**src/rtl/regfile_wb_arbiter.sv**
```systemverilog
// Writeback arbiter: shares the register-file write port between ALU and LSU and tracks outstanding loads.
// Define WB_ARB_ROUND_ROBIN_EN for round-robin tie-breaking; otherwise the LSU has fixed priority.
module regfile_wb_arbiter #(
   parameter int XLEN = 32
) (
   input  logic            clk_i,
   input  logic            rst_i,
   input  logic            alu_valid_i,
   input  logic [4:0]      alu_sel_i,
   input  logic [XLEN-1:0] alu_data_i,
   output logic            alu_ready_o,
   input  logic            lsu_valid_i,
   input  logic [4:0]      lsu_sel_i,
   input  logic [XLEN-1:0] lsu_data_i,
   output logic            lsu_ready_o,
   input  logic            issue_i,
   input  logic [4:0]      issue_sel_i,
   input  logic [4:0]      rs1_sel_i,
   input  logic [4:0]      rs2_sel_i,
   output logic            rs1_busy_o,
   output logic            rs2_busy_o,
   output logic [4:0]      wr_sel_o,
   output logic [XLEN-1:0] wr_data_o
);

   logic            grant_alu_s;
   logic            grant_lsu_s;
   logic [4:0]      wr_sel_q;
   logic [4:0]      wr_sel_d;
   logic [XLEN-1:0] wr_data_q;
   logic [XLEN-1:0] wr_data_d;
   logic [31:0]     busy_q;
   logic [31:0]     busy_d;

`ifdef WB_ARB_ROUND_ROBIN_EN
   logic prio_lsu_q;
   logic prio_lsu_d;

   // On a tie the priority holder wins; any grant hands priority to the other side.
   assign grant_lsu_s = lsu_valid_i & (~alu_valid_i | prio_lsu_q);
   assign grant_alu_s = alu_valid_i & (~lsu_valid_i | ~prio_lsu_q);

   always_comb begin
      prio_lsu_d = prio_lsu_q;
      if (grant_lsu_s) begin
         prio_lsu_d = 1'b0;
      end else if (grant_alu_s) begin
         prio_lsu_d = 1'b1;
      end else begin
         prio_lsu_d = prio_lsu_q;
      end
   end

   always_ff @(posedge clk_i or posedge rst_i) begin
      if (rst_i) begin
         prio_lsu_q <= 1'b1;
      end else begin
         prio_lsu_q <= prio_lsu_d;
      end
   end
`else
   assign grant_lsu_s = lsu_valid_i;
   assign grant_alu_s = alu_valid_i & ~lsu_valid_i;
`endif

   assign alu_ready_o = grant_alu_s;
   assign lsu_ready_o = grant_lsu_s;

   always_comb begin
      wr_sel_d  = 5'd0;
      wr_data_d = wr_data_q;
      if (grant_lsu_s) begin
         wr_sel_d  = lsu_sel_i;
         wr_data_d = lsu_data_i;
      end else if (grant_alu_s) begin
         wr_sel_d  = alu_sel_i;
         wr_data_d = alu_data_i;
      end else begin
         wr_sel_d  = 5'd0;
         wr_data_d = wr_data_q;
      end
   end

   // Clear is applied before set so a newly issued load to the same register survives.
   always_comb begin
      busy_d = busy_q;
      if (grant_lsu_s) begin
         busy_d[lsu_sel_i] = 1'b0;
      end else begin
         busy_d = busy_q;
      end
      if (issue_i && (issue_sel_i != 5'd0)) begin
         busy_d[issue_sel_i] = 1'b1;
      end else begin
         busy_d[issue_sel_i] = busy_d[issue_sel_i];
      end
      busy_d[0] = 1'b0;
   end

   always_ff @(posedge clk_i or posedge rst_i) begin
      if (rst_i) begin
         wr_sel_q  <= 5'd0;
         wr_data_q <= {XLEN{1'b0}};
         busy_q    <= 32'd0;
      end else begin
         wr_sel_q  <= wr_sel_d;
         wr_data_q <= wr_data_d;
         busy_q    <= busy_d;
      end
   end

   assign wr_sel_o  = wr_sel_q;
   assign wr_data_o = wr_data_q;

   // A write still in the output register is not yet readable from the register file.
   assign rs1_busy_o = (rs1_sel_i != 5'd0) & (busy_q[rs1_sel_i] | (wr_sel_q == rs1_sel_i));
   assign rs2_busy_o = (rs2_sel_i != 5'd0) & (busy_q[rs2_sel_i] | (wr_sel_q == rs2_sel_i));

endmodule

```
**config.mk**
```make
export PLATFORM = sky130hd
export DESIGN_NAME = regfile_wb_arbiter
export DESIGN_NICKNAME = d
export VERILOG_FILES = /design/src/rtl/regfile_wb_arbiter.sv
export SDC_FILE = /design/constraint.sdc
export NUM_CORES = 1
export LEC_CHECK = 0
export ABC_AREA = 1
export CORE_MARGIN = 1.5
export CORE_UTILIZATION = 50
export CTS_CLUSTER_DIAMETER = 40
export DETAILED_ROUTE_END_ITERATION = 6
export GPL_ROUTABILITY_DRIVEN = 0
export PLACE_DENSITY = 0.87
export SYNTH_ARGS = -nofsm -noshare
export SYNTH_HDL_FRONTEND = slang
export SYNTH_SLANG_ARGS = --single-unit
```
**constraint.sdc**
```tcl
create_clock -name clk_i -period 5.1 [get_ports clk_i]
set_input_delay 0.51 -clock clk_i [delete_from_list [all_inputs] [get_ports clk_i]]
set_output_delay 0.51 -clock clk_i [all_outputs]
set_load 0.005 [all_outputs]
```
==> reports/metrics.cfg, run 1 <==
[logic_synthesis]
synth_xor_area_share_pct = 1.34
netlist_instances = 549
yosysSeqAreaShare_pct = 43.4
yosys.area_share.simple_pct = 35.4
synth_top_family_by_area = simple AND/OR/NAND/NOR gates
yosysUniqueCellTypes = 26
synth_seq_cells = 68
synth_fp_nets = 643
syn_avg_cell_area_um2 = 7.15
syn_area_um2 = 3930
synth_warnings = 0
synth_fa_ha_area_share_pct = 0
synthMuxAreaShare_pct = 0
synth_compound_area_share_pct = 10.7

[setup_path]
critical_path_class = input pin to output port
r2r_cells = 2
cp-end-kind = output port
reg2reg_setup_slack_ps = 4250
reg2reg_from = busy_q[10]
cp_max_fo = 20
critPathLaunchType = input pin
reg2reg_to = busy_q[10]
required_ps = 4590
worstPathArrival_ps = 3020

[routing]
drt_iter0_drc = 520
drtPass1Iterations = 7
vias = 4259
wl_per_cell_um = 15.5
drc = 0
via_per_inst = 5.46
wirelength_um = 12100
ant_nets = 0

[cells_and_area]
instances_no_fill = 780
fin_util_pct = 71.4
area_delta_synth_final_pct = 39.1
antenna_cells = 0
nets = 767
drive_gt1_share_pct = 5.60

[clocking]
path_clk_slew_ps = 80
cts_tree = done
cts_max_level = 3
cts_setup_buffers = 0
cts-root-buf = clkbuf_8
clock_latency_ps = 340
post_cts_resize_count = 0
cts_num_sinks = 68
hold_buffers = 0
clockBufferDepth = 2
numCtsBuffers = 9

[floorplanning]
core_area_um2 = 7650
ioPinCount = 135
start_util_pct = 51.3
die_area_um2 = 8390
rows = 32
die-height_um = 91.6
die_w_um = 91.6

[sta]
tightestPinTransition_ps = 1250
setup-tns-final_ps = 0
fin_crit_ps = 3530
slew_headroom_pct = 16.7
fin_skew_ps = 0
hold_viol = 0
slew_violations = 0
rsz0062_at_grt = no
fmax_mhz = 284
finalCritPeriodShare_pct = 69.1
finalSetupViolCount = 0

[grt]
grt_util_all_layers_pct = 29.4
grt_pass1_wl_um = 19500
grt_pass1_vias = 4048
grt_max_degree = 69
antenna_found_initial = 0
grt_overflow = 0

[power]
ir_drop_uv = 188
power_density_nw_per_um2 = 292
p_leak_nw = 2.44
total_power_mw = 1.59

[job]
max_cap_violations = 0

[worst_hold_path]
hold_depth = 2
hp-start = wr_data_o[5]
holdPathEnd = wr_data_o[5]
hp-class = flip-flop to flip-flop

[status]
status = finished, final reports clean

[place]
hpwl_um = 8840
port_buffers = 134
placedCellCount = 764

sequential cells by signal, indices dropped and copies added, names as in the netlist:
name / cells
wr_data_o: 32
busy_q: 31
wr_sel_o: 5
per-layer routing:
layer | global-route usage (%) | vias to the layer above | part of all wire [%]
li1 | - | 2026 | -
met1 | 37.1 | 1965 | 40
met2 | 49.5 | 233 | 50
met3 | 5.95 | 35 | 7.3
met4 | 11.1 | 0 | 2.6
met5 | 0 | - | 0
metrics by stage:
stage / instance area [um^2] / setup slack (ps) / hold slack [ps]
after CTS: 5460 / 1600 / 501
final: 5460 / 1570 / 494
after global placement: 5240 / 1720 / 478
after global routing: 5460 / 1370 / 523
after detailed placement: 5240 / 1600 / 482
after floorplan: 3930 / 2880 / 471
worst max-delay path: stages:
cell	delay, ps
clkdlybuf4s50_1	890
inv_1	390
nand2_1	170
nand3_1	90
nand3_1	100
nand3_1	80
nand2_1	60
nand2_1	50
nand3_1	80
nand2_1	60
inv_1	50
clkdlybuf4s50_1	490
where the power goes:
part	internal (mW)	switching [mW]	total, mW
clock network	0.278	0.220	0.497
registers	0.624	0.0637	0.688
logic	0.198	0.210	0.408
cells by family after synthesis:
family | count (synthesis)
DFF | 68
xor gates and xnor gates | 6
buffers and inverters | 73
AOI/OAI and AO/OA | 83
and+or+nand+nor | 319
worst max-delay path by stage:
stage | startpoint | end | slack, ps
after floorplan | rst_i | busy_q[10] | 2880
after global placement | rs1_sel_i[0] | rs1_busy_o | 1720
after detailed placement | rs1_sel_i[0] | rs1_busy_o | 1600
after CTS | rs1_sel_i[0] | rs1_busy_o | 1600
after global routing | rs1_sel_i[0] | rs1_busy_o | 1370
final | rs1_sel_i[0] | rs1_busy_o | 1570
layout make-up:
cell class              count  area [um^2]
well taps                 102          128
clock buffers               9          124
clock inverters             7         98.8
fillers                   595         2190
flip-flops and latches     68         1700
repair buffers            136         1360
multi-input cells         408         1860
inverters                  50          188
synth_stat cells:
cell type    n  area [um^2]
dfrtp_1     68         1700
buf_2        9         45.0
nand2_1    200          751
nand3b_1     1         7.51
nand4_1      1         6.26
clkbuf_1     4         15.0
nor4_2       1         12.5
nor3_2       8         80.1
or2_2        1         6.26
nand3_1     85          425
nor2_2       2         12.5
buf_6        7         78.8
o211ai_1     2         15.0
inv_2        4         15.0
nor3_1       2         10.0
o21ai_0     51          255
xor2_1       4         35.0
nand2_2      1         6.26
nor2_1      16         60.1
nor2_4       1         11.3
o21ai_1     22          110
xnor2_1      2         17.5
buf_12       1         20.0
a21oi_1      8         40.0
buf_4        2         15.0
inv_1       46          173
cells in the final DEF (no fill, tap or decap), types with 2 or more instances in the layout:
cell | synthesis | layout
nor2_1 | 16 | 15
bufinv_16 | 0 | 2
clkbuf_8 | 0 | 9
nor2_2 | 2 | 3
o211ai_1 | 2 | 2
buf_4 | 2 | 2
nor3_2 | 8 | 8
nand3_1 | 85 | 85
xnor2_1 | 2 | 2
inv_1 | 46 | 45
nand2_1 | 200 | 200
nor3_1 | 2 | 2
dfrtp_1 | 68 | 68
inv_2 | 4 | 5
xor2_1 | 4 | 4
o21ai_0 | 51 | 51
clkdlybuf4s50_1 | 0 | 134
a21oi_1 | 8 | 8
o21ai_1 | 22 | 22
clkinv_4 | 0 | 2
(Power assumes the default switching activity.)
==> run 2: changes to the inputs <==
Settings changed: CORE_UTILIZATION 50 to 42, PLACE_DENSITY 0.87 to 0.78.
Clock period 5.1 ns to 3.1 ns, I/O delays scaled along.
==> run 2 against run 1 <==
Effect of this change:
- register-to-register slack lost 1900 ps
- clock power increased by 40%
- worst setup slack got worse by 1200 ps
- core utilization down 12 points
- via count is 0.85% lower
- highest routed layer unchanged
- largest power group unchanged
- routed wire length grew 0.32%
- critical path depth is the same
- cell count up 1.5%
- design area about the same
- non-clock buffer count is 3 higher
==> reports/metrics.cfg, run 2 (synthesis gave the netlist of run 1 again) <==
[clocking]
post_cts_resize_count = 0  ; unchanged
numCtsBuffers = 9  ; unchanged
cts_max_level = 3  ; unchanged
cts_num_sinks = 68  ; unchanged
cts_tree = done
cts-root-buf = clkbuf_8
hold_buffers = 0  ; unchanged
clockBufferDepth = 2  ; unchanged
cts_setup_buffers = 0  ; unchanged
path_clk_slew_ps = 70  ; about the same
clock_latency_ps = 330  ; about the same

[sta]
hold_viol = 0  ; unchanged
tightestPinTransition_ps = 1240  ; -7.19 ps
worst_slack_ps = 406  ; -1170 ps
fin_crit_ps = 2690
rsz0062_at_grt = no
finalSetupViolCount = 0  ; unchanged
finalCritPeriodShare_pct = 86.9
slew_violations = 0  ; unchanged
setup-tns-final_ps = 0  ; unchanged
fmax_mhz = 371
slew_headroom_pct = 17.1  ; +0.48 points
fin_skew_ps = 0  ; unchanged

[routing]
drtPass1Iterations = 4  ; -3
wl_per_cell_um = 15.3  ; -1.2%
ant_nets = 0  ; unchanged
drt_iter0_drc = 309  ; -41%
via_per_inst = 5.33  ; -2.3%
drc = 0  ; unchanged
vias = 4223  ; -0.85%
wirelength_um = 12100  ; +0.32%

[setup_path]
cp_max_fo = 16  ; -20%
critical_path_class = input pin to output port
reg2reg_setup_slack_ps = 2320  ; -1930 ps
required_ps = 2790  ; -1800 ps
worstPathArrival_ps = 2380  ; -640 ps
cp-end-kind = output port
critPathLaunchType = input pin

[status]
status = finished, final reports clean

[power]
ir_drop_uv = 295  ; +57%
p_leak_nw = 2.44  ; about the same
power_density_nw_per_um2 = 458  ; +57%

[floorplanning]
ioPinCount = 135  ; unchanged
start_util_pct = 42.9  ; -8.4 points
core_area_um2 = 9150  ; +20%
die_w_um = 99.7  ; +8.8%
rows = 35  ; +9.4%
die-height_um = 99.7  ; +8.8%
die_area_um2 = 9930  ; +18%

[grt]
grt_util_all_layers_pct = 24.8  ; -4.6 points
antenna_found_initial = 0  ; unchanged
grt_pass1_vias = 4122  ; +1.8%
grt_pass1_wl_um = 19700  ; +1.1%
grt_max_degree = 69  ; unchanged
grt_overflow = 0  ; unchanged

[place]
hpwl_um = 9130  ; +3.3%
place_ws_ps = 438  ; -1160 ps
port_buffers = 134  ; unchanged

[cells_and_area]
drive_gt1_share_pct = 5.73  ; +0.12 points
area_delta_synth_final_pct = 39.0  ; about the same
nets = 770  ; +0.39%
antenna_cells = 0  ; unchanged
largest_reg_flops = 32  ; unchanged
final_common_cell = nand2_1
fin_util_pct = 59.6  ; -12 points
layout_common_cells = 200 x nand2_1, 134 x clkdlybuf4s50_1, 85 x nand3_1

[job]
max_cap_violations = 0  ; unchanged

[worst_hold_path]
hp-class = flip-flop to flip-flop

-- run 2: changes by cell type in the layout (fill, tap and decap cells not counted), sizes merged --
cell    change
clkbuf      +2
bufinv      -1
buf         +3
inv         -1
-- run 2: worst paths after layout --
kind / from / endpoint / cells past startpoint
worst max-delay path: rs2_sel_i[0] / rs2_busy_o / 12
worst min-delay path: wr_data_o[24] / wr_data_o[24] / 2
worst max register to register: busy_q[5] / busy_q[5] / 2
worst min register to register: wr_data_o[24] / wr_data_o[24] / 2
max in group asynchronous: rst_i / busy_q[22] / 3
min in group asynchronous: rst_i / busy_q[19] / 3
-- run 2: layout make-up --
class                   instances  area [um^2]
repair buffers                139         1380
multi-input cells             408         1860
clock inverters                 5         52.6
flip-flops and latches         68         1700
clock buffers                  11          131
inverters                      50          188
well taps                     111          139
fillers                       829         3700
-- run 2: where the power goes --
part           total [mW]  switching [mW]  internal, mW
sequential           1.14           0.111          1.03
combinational       0.663           0.335         0.328
clock               0.695           0.327         0.368
-- run 2: routing by layer --
metal  wire [um]  vias up  track usage, %
met5           0        -               0
met4         308        0            10.8
met3         914       28            5.62
met2        6040      213            41.9
met1        4830     1956            30.4
li1            -     2026               -
-- run 2: worst max-delay path, cell delays in order --
cell,delay [ps]
clkdlybuf4s50_1,470
buf_4,220
o21ai_0,330
nand2_1,130
nand3_1,90
nand3_1,70
nand2_1,80
nand2_1,50
nand3_1,60
nand2_1,50
inv_1,40
clkdlybuf4s50_1,480
-- run 2: through the flow --
step           cells  hold slack (ps)  total power, mW  instance area [um^2]
3_5_place_dp     776              485             1.80                  5270
3_3_place_gp     776              479             1.78                  5270
5_1_grt          792              526             2.64                  5460
4_1_cts          792              502             2.50                  5460
6_report         792              500             2.50                  5460
2_1_floorplan    549              430             1.46                  3930
==> run 3: changes to the inputs <==
Settings changed: CORE_UTILIZATION 42 to 57, DONT_BUFFER_PORTS from default to 1, PLACE_DENSITY 0.78 to 0.75.
==> run 3 against run 2 <==
Effect of this change:
- critical path depth shrank 6
- combinational power shrank 41%
- fmax grew 46%
- core utilization grew 1.5 points
- global-route usage grew 2.9 points
- worst setup slack gained 850 ps
- count of clock-buffer cells in the layout shrank 1
- sequential cell count is the same
- non-clock buffer count shrank 136
- cell count shrank 21%
- register-to-register slack gained 20 ps
- via count shrank 13%
- critical path type is now flip-flop to output port
- largest power group unchanged
==> reports/metrics.cfg, run 3 (synthesis gave the netlist of run 1 again) <==
[cells_and_area]
nets = 634  ; -18%
drive_gt1_share_pct = 6.97  ; +1.2 points
instances_no_fill = 625  ; -21%
layout_common_cells = 200 x nand2_1, 85 x nand3_1, 68 x dfrtp_1
largest_reg_flops = 32  ; unchanged
antenna_cells = 0  ; unchanged
final_common_cell = nand2_1
fin_util_pct = 61.1  ; +1.5 points
num-fill-cells = 608  ; -27%
area_delta_synth_final_pct = 4.53

[routing]
ant_nets = 0  ; unchanged
wl_per_cell_um = 16.2  ; +6.0%
vias = 3675  ; -13%
drt_iter0_drc = 277  ; -10%
drtPass1Iterations = 4  ; unchanged
via_per_inst = 5.88  ; +10%
drc = 0  ; unchanged
wirelength_um = 10100  ; -16%

[clocking]
numCtsBuffers = 9  ; unchanged
clockBufferDepth = 2  ; unchanged
cts_setup_buffers = 0  ; unchanged
cts-root-buf = clkbuf_8
path_clk_slew_ps = 80  ; about the same
cts_tree = done
hold_buffers = 1  ; +1
cts_max_level = 3  ; unchanged
cts_num_sinks = 68  ; unchanged
post_cts_resize_count = 0  ; unchanged
clock_latency_ps = 330  ; about the same

[sta]
finalSetupViolCount = 0  ; unchanged
slew_violations = 0  ; unchanged
fin_skew_ps = 0  ; unchanged
rsz0062_at_grt = no
setup-tns-final_ps = 0  ; unchanged
finalCritPeriodShare_pct = 59.4  ; -27 points
fin_crit_ps = 1840  ; -852 ps
tightestPinTransition_ps = 1170  ; -67.3 ps
slew_headroom_pct = 21.6  ; +4.5 points
hold_viol = 0  ; unchanged
fmax_mhz = 543  ; +46%

[floorplanning]
core_area_um2 = 6720  ; -27%
ioPinCount = 135  ; unchanged
die_w_um = 86.0  ; -14%
start_util_pct = 58.4  ; +16 points
die-height_um = 86.0  ; -14%
rows = 30  ; -14%
die_area_um2 = 7390  ; -26%

[setup_path]
critical_path_class = flip-flop to output port
max_stage_delay_ps = 460  ; -20 ps
critPathLaunchType = flip-flop
path_common_cell = nand3_1
cp-end-kind = output port
required_ps = 2790  ; about the same
worstPathArrival_ps = 1530  ; -850 ps
crit_family = simple AND/OR/NAND/NOR gates
cp_slowest_cell = dfrtp_1
cp_max_fo = 4  ; -12
crit_chain = or2_2 > a21oi_1 > nand3_1 > nand3_1 > nand2_1 > inv_1
crit_buf_inv = 1  ; -3

[grt]
grt_pass1_wl_um = 16100  ; -18%
antenna_found_initial = 0  ; unchanged
grt_util_all_layers_pct = 27.7  ; +2.9 points
grt_max_degree = 40  ; -42%
grt_pass1_vias = 3424  ; -17%
grt_overflow = 0  ; unchanged

[place]
placedCellCount = 608  ; -22%
hpwl_um = 7570  ; -17%
port_buffers = 0  ; -100%

[job]
max_cap_violations = 0  ; unchanged

[power]
ir_drop_uv = 310  ; +4.9%
power_density_nw_per_um2 = 575  ; +26%
p_leak_nw = 1.93  ; -21%

[status]
status = finished, final reports clean

[worst_hold_path]
hp-class = input pin to flip-flop

==> run 3: where the power goes <==
group          switching (mW)  internal, mW  leakage (nW)
Combinational           0.247         0.146         0.988
Sequential              0.123          1.03         0.831
Clock                   0.341         0.475         0.113
==> run 3: layout make-up <==
cell class	instances	area, um^2	area share [%]
sequential	68	1700	41.5
tap	80	100	2.44
inverter	50	188	4.57
timing repair buffer	3	25.0	0.610
clock inverter	6	86.3	2.10
clock buffer	10	138	3.35
multi-input combinational	408	1860	45.4
==> run 3: path summary, 6_finish.rpt <==
kind	endpoint	cells after the start	start	slack, ps
max	rs1_busy_o	6	wr_sel_o[3]	1260
min	wr_data_o[1]	2	alu_data_i[1]	80
max reg2reg	busy_q[16]	2	busy_q[16]	2340
min reg2reg	busy_q[11]	2	busy_q[11]	520
max in group asynchronous	busy_q[27]	3	rst_i	2060
min in group asynchronous	wr_data_o[22]	2	rst_i	330
==> run 3: stage by stage <==
stage                     total power [mW]  instance area [um^2]  setup WS [ps]  hold WS [ps]
after floorplan                       1.46                  3930           1080           430
after global placement                1.53                  3870           1500           119
after detailed placement              1.55                  3870           1490           120
after CTS                             2.36                  4100           1250          69.4
after global routing                  2.48                  4100           1150          75.6
final                                 2.36                  4100           1260          80.6
==> run 3: layer usage <==
layer  wire [um]  share of wire (%)  vias up  GRT usage (%)
met1        4340                 43     1712           38.3
li1            -                  -     1756              -
met2        4810                 48      187           44.2
met4         170                1.7        0           8.50
met3         794                7.9       20           5.68
met5           0                  0        -              0
==> run 3: worst reg2reg max path, cell delays in order (launching register included) <==
cell     delay, ps
dfrtp_1        420
o21ai_0        100
o21ai_0        110
